--- config.mk ---
export PLATFORM = sky130hd
export DESIGN_NAME = n64_poll_ctrl
export DESIGN_NICKNAME = d
export VERILOG_FILES = /design/src/rtl/n64_poll_ctrl.sv
export SDC_FILE = /design/constraint.sdc
export NUM_CORES = 1
export LEC_CHECK = 0
export ABC_AREA = 1
export CORE_ASPECT_RATIO = 2
export CORE_MARGIN = 5
export CORE_UTILIZATION = 35
export CTS_CLUSTER_DIAMETER = 100
export DETAILED_ROUTE_END_ITERATION = 6
export GPL_ROUTABILITY_DRIVEN = 0
export PLACE_DENSITY = 0.63
export SETUP_SLACK_MARGIN = 0.3
export SYNTH_ARGS = -nofsm -noshare
export SYNTH_HDL_FRONTEND = slang
export SYNTH_SLANG_ARGS = --single-unit
--- constraint.sdc ---
create_clock -name clk -period 4.1 [get_ports clk]
set_input_delay 0.615 -clock clk [delete_from_list [all_inputs] [get_ports clk]]
set_output_delay 0.615 -clock clk [all_outputs]
set_load 0.005 [all_outputs]
--- src/rtl/n64_poll_ctrl.sv ---
// n64_poll_ctrl: sends the 8-bit poll command plus the console stop bit on the
// open-drain N64 data line, then captures the controller's reply MSB first.
// Ports: clk/rst (async, active-high); start = poll request taken in IDLE;
// data_in = raw pad level; data_oe = 1 pulls the line low; busy = poll in
// progress; valid/timeout = one-cycle result pulses; buttons = last good reply.
module n64_poll_ctrl #(
  parameter int         US_TICKS   = 12,
  parameter logic [7:0] CMD        = 8'h01,
  parameter int         RX_BITS    = 32,
  parameter int         TIMEOUT_US = 100
) (
  input  logic        clk,
  input  logic        rst,
  input  logic        start,
  input  logic        data_in,
  output logic        data_oe,
  output logic        busy,
  output logic        valid,
  output logic        timeout,
  output logic [31:0] buttons
);

  localparam int TO_CYC = TIMEOUT_US * US_TICKS;
  localparam int CELL   = 4 * US_TICKS;
  localparam int MAXC   = (TO_CYC > CELL) ? TO_CYC : CELL;
  localparam int TW     = $clog2(MAXC + 1);
  localparam int CW     = $clog2(RX_BITS + 1);

  localparam logic [TW-1:0] CELL_LAST = TW'(CELL - 1);
  localparam logic [TW-1:0] STOP_LAST = TW'(3 * US_TICKS - 1);
  localparam logic [TW-1:0] HALF_LAST = TW'(2 * US_TICKS - 1);
  localparam logic [TW-1:0] TO_LAST   = TW'(TO_CYC - 1);
  localparam logic [TW-1:0] T_ONE     = TW'(US_TICKS);
  localparam logic [TW-1:0] T_THREE   = TW'(3 * US_TICKS);
  localparam logic [CW-1:0] BITS_LAST = CW'(RX_BITS - 1);

  typedef enum logic [2:0] {
    IDLE, TX_BIT, TX_STOP, RX_WAIT, RX_SAMPLE, RX_HIGH, DONE, GUARD
  } state_t;

  state_t        state;
  logic [TW-1:0] tick;
  logic [TW-1:0] tick_nxt;
  logic [2:0]    idx;
  logic [CW-1:0] cnt;
  logic [31:0]   rx;
  logic          sync_meta;
  logic          sync_line;
  logic          line_prev;
  logic          fall;

  assign tick_nxt = tick + 1'b1;
  assign fall     = line_prev & ~sync_line;

  // Idle line is pulled up, so the synchroniser resets to 1 to avoid a
  // phantom falling edge right after reset.
  always_ff @(posedge clk or posedge rst) begin
    if (rst) begin
      sync_meta <= 1'b1;
      sync_line <= 1'b1;
      line_prev <= 1'b1;
    end else begin
      sync_meta <= data_in;
      sync_line <= sync_meta;
      line_prev <= sync_line;
    end
  end

  // data_oe is registered and computed from the tick value of the next
  // cycle, so the line level always matches the tick the cell is in.
  always_ff @(posedge clk or posedge rst) begin
    if (rst) begin
      state   <= IDLE;
      tick    <= '0;
      idx     <= '0;
      cnt     <= '0;
      rx      <= '0;
      data_oe <= 1'b0;
      busy    <= 1'b0;
      valid   <= 1'b0;
      timeout <= 1'b0;
      buttons <= '0;
    end else begin
      valid   <= 1'b0;
      timeout <= 1'b0;
      case (state)
        IDLE: begin
          if (start) begin
            state   <= TX_BIT;
            idx     <= 3'd7;
            tick    <= '0;
            data_oe <= 1'b1;
            busy    <= 1'b1;
          end
        end
        TX_BIT: begin
          if (tick == CELL_LAST) begin
            tick    <= '0;
            data_oe <= 1'b1;
            if (idx == 3'd0) state <= TX_STOP;
            else             idx   <= idx - 1'b1;
          end else begin
            tick    <= tick_nxt;
            data_oe <= (tick_nxt < (CMD[idx] ? T_ONE : T_THREE));
          end
        end
        TX_STOP: begin
          if (tick == STOP_LAST) begin
            state   <= RX_WAIT;
            tick    <= '0;
            cnt     <= '0;
            rx      <= '0;
            data_oe <= 1'b0;
          end else begin
            tick    <= tick_nxt;
            data_oe <= (tick_nxt < T_ONE);
          end
        end
        RX_WAIT: begin
          if (fall) begin
            state <= RX_SAMPLE;
            tick  <= '0;
          end else if (tick == TO_LAST) begin
            timeout <= 1'b1;
            busy    <= 1'b0;
            state   <= IDLE;
          end else begin
            tick <= tick_nxt;
          end
        end
        RX_SAMPLE: begin
          if (tick == HALF_LAST) begin
            rx    <= {rx[30:0], sync_line};
            cnt   <= cnt + 1'b1;
            tick  <= '0;
            state <= (cnt == BITS_LAST) ? DONE : RX_HIGH;
          end else begin
            tick <= tick_nxt;
          end
        end
        RX_HIGH: begin
          if (sync_line) begin
            state <= RX_WAIT;
            tick  <= '0;
          end else if (tick == TO_LAST) begin
            timeout <= 1'b1;
            busy    <= 1'b0;
            state   <= IDLE;
          end else begin
            tick <= tick_nxt;
          end
        end
        DONE: begin
          buttons <= rx;
          valid   <= 1'b1;
          tick    <= '0;
          state   <= GUARD;
        end
        GUARD: begin
          // Controller stop bit: wait for a full cell of continuous high.
          if (!sync_line) begin
            tick <= '0;
          end else if (tick == CELL_LAST) begin
            busy  <= 1'b0;
            state <= IDLE;
          end else begin
            tick <= tick_nxt;
          end
        end
        default: state <= IDLE;
      endcase
    end
  end

endmodule

==> qor.yml <==
run_status:
  outcome: "finished, violations left"
  violations: "DRC"
timing:
  hold_violations: 0
  timing.fmax_mhz: 368
  fin_ws_ns: 1.38
  fin_setup_tns_ns: 0
  post-route-period-util_pct: 66.3
  slew_viol_final: 0
  setup_viol: 0
  rsz0062_at_grt: "no"
  skew_ns: 0.00986
  whs_ns: 0.367
  worst_slew_pin_slew_ns: 0.855
  timing.slew.headroom_pct: 43.0
  period_minus_slack_ns: 2.72
die:
  dieArea_sq_um: 15300
  start_util_pct: 35.6
  die_x_microns: 90.0
  io-pin-count: 40
  core_area_sq_um: 12600
  rows: 58
  dieHeight_microns: 170
worst_setup_path:
  cp-end-kind: "flop"
  crit_required_ns: 4.36
  crit_fanout: 38
  crit_type: "flop to flop"
  r2r_cells: 9
  start_kind: "flop"
  cp_data_arrival_time_ns: 2.98
detailed_routing:
  via_per_inst: 5.14
  drt_iter0_drc: 270
  firstDrtPassIters: 7
  via_count: 3554
  routedWlPerCell_microns: 14.7
  ant_nets: 0
  routed_wirelength_mm: 10.2
  drc: 3
yosys:
  synth_area_sq_um: 4470
  synthTopCellsByCount: "121 x nand2_1, 91 x dfrtp_1, 66 x inv_1, 46 x o21ai_0, 26 x nand3_1"
  ys_ff_latch: 94
  yosysTopAreaCellShare_pct: 50.9
  syn_avg_cell_area_sq_um: 8.95
  synth_top_cell_by_area: "dfrtp_1"
  ys_async_sr_fraction_pct: 100
  yosysMostFrequentCell: "nand2_1"
  synthesis.nets: 509
  syn_inst: 500
  ys_seq_area_share_pct: 52.7
  synthTopCellsByArea: "dfrtp_1 51%, nand2_1 10%, o22ai_2 5.6%, inv_1 5.5%, o21ai_0 5.1%"
  ys.flop_type: "dfrtp_1"
  synth-edff-count: 0
  ys_warn_count: 0
  synth_cell_types: 37
cts:
  cts_resized: 0
  holdBufCountCts: 0
  cts_buffers: 9
  cts.sinks: 94
  path_clk_slew_ns: 0.07
  clk_path_buf_depth: 2
  insertion_delay_ns: 0.34
  cts_max_level: 3
  cts_tree: "yes"
  cts_setup_buffers: 0
  cts_root_buf: "clkbuf_16"
placement:
  port_buffers: 39
  post-place-ws_ns: 1.39
  dp_hpwl_mm: 7.20
job:
  max_cap_viol_count: 0
global_route:
  grt_max_degree: 66
  groute.usage.overall_pct: 13.6
  grt-ovfl-total: 0
  first_global_vias: 3712
  antenna_found_initial: 0
  grt_pass1_wl_mm: 17.3
final_layout:
  antenna_cells: 0
  seq_area_sq_um: 2360
  fillers: 1227
  nets: 545
  multiInputGateArea_sq_um: 1710
  syn2layout_area_growth_pct: 17.1
  drive_gt1_share_pct: 13.1
pwr:
  power_density_nw_per_um2: 352
  max-vdd-ir-drop_uv: 309
  p_leak_nw: 2.39
worst_hold_path:
  hp-class: "flop to flop"
  hold-path-cell-count: 0
-- cell type report --
class,count,area share [%]
well taps,150,3.58
repair buffers,41,7.74
clock inverters,6,1.03
clock buffers,10,4.37
multi-input cells,312,32.7
flip-flops and latches,94,45.0
inverters,78,5.61
-- state kept, by name (all words and copies together) (netlist names) --
| signal | count |
|---|---|
| rx | 32 |
| buttons | 32 |
| valid | 1 |
| sync_line | 1 |
| data_oe | 1 |
| sync_meta | 1 |
| idx | 3 |
| state | 3 |
| tick | 11 |
| busy | 1 |
| cnt | 6 |
| timeout | 1 |
| line_prev | 1 |
-- layout by cell type, fill, tap and decap left out, types with 4 or more instances in the layout --
master           instances
nor2_4                   4
o22ai_2                 20
nand2_2                  5
nand3_1                 26
ha_1                     5
inv_2                   12
nand4_1                 14
o22ai_1                 12
clkbuf_16                9
o21ai_1                  6
nor3_1                   6
o21ai_0                 46
nand2_1                121
clkdlybuf4s50_1         39
dfrtp_1                 91
inv_1                   65
nor2_1                  21
nor2_2                   5
-- power breakdown --
group          leakage, nW  internal, mW  switching (mW)
sequential            1.28         0.941          0.0171
combinational        0.983        0.0277          0.0624
clock                0.129         0.422           0.373
-- final timing paths --
kind                                           start                  end  slack (ns)
worst max-delay path            state[1]$_DFFE_PP0P_   cnt[3]$_DFFE_PP0P_        1.38
worst min register to register   sync_meta$_DFF_PP1_  sync_line$_DFF_PP1_        0.37
min in group asynchronous                        rst  data_oe$_DFFE_PP0P_        0.52
max in group asynchronous                        rst  tick[3]$_DFFE_PP0P_        2.72
worst max register to register  state[1]$_DFFE_PP0P_   cnt[3]$_DFFE_PP0P_        1.38
worst min-delay path             sync_meta$_DFF_PP1_  sync_line$_DFF_PP1_        0.37
-- critical path, cell delays in order (launching register included) --
cell	delay [ns]
dfrtp_1	0.41
inv_2	0.09
nand2_1	0.13
nor2_4	0.23
nand4_4	0.55
nand2_2	0.22
nand2_2	0.10
inv_2	0.61
nand4_1	0.15
o21ai_1	0.12
-- metrics by stage --
stage / total power, mW / cell area (sq um) / cells / util [%]
final: 1.84 / 5240 / 691 / 41.7
after global routing: 1.92 / 5240 / 691 / 41.7
after CTS: 1.87 / 5240 / 691 / 41.7
after detailed placement: 1.07 / 4950 / 675 / 39.5
after global placement: 1.06 / 4950 / 675 / 39.5
after floorplan: 1.04 / 4470 / 500 / -
-- metal layers --
layer / up-vias / track usage (%) / share of wire, %
met5: - / 0 / 0
met4: 0 / 7.52 / 4.2
met3: 30 / 2.96 / 3.6
met2: 97 / 24.3 / 53
met1: 1723 / 14.9 / 39
li1: 1704 / - / -
-- kinds of logic after synthesis --
family | count (synthesis) | share of synthesized area [%]
mux | 1 | 0.224
flops | 94 | 52.7
xor+xnor | 3 | 0.587
buf+inv | 94 | 9.09
fa+ha+maj | 5 | 1.40
simple gates | 207 | 21.1
compound gates | 96 | 15.0
Note: power is estimated with default switching activity, not from simulation.
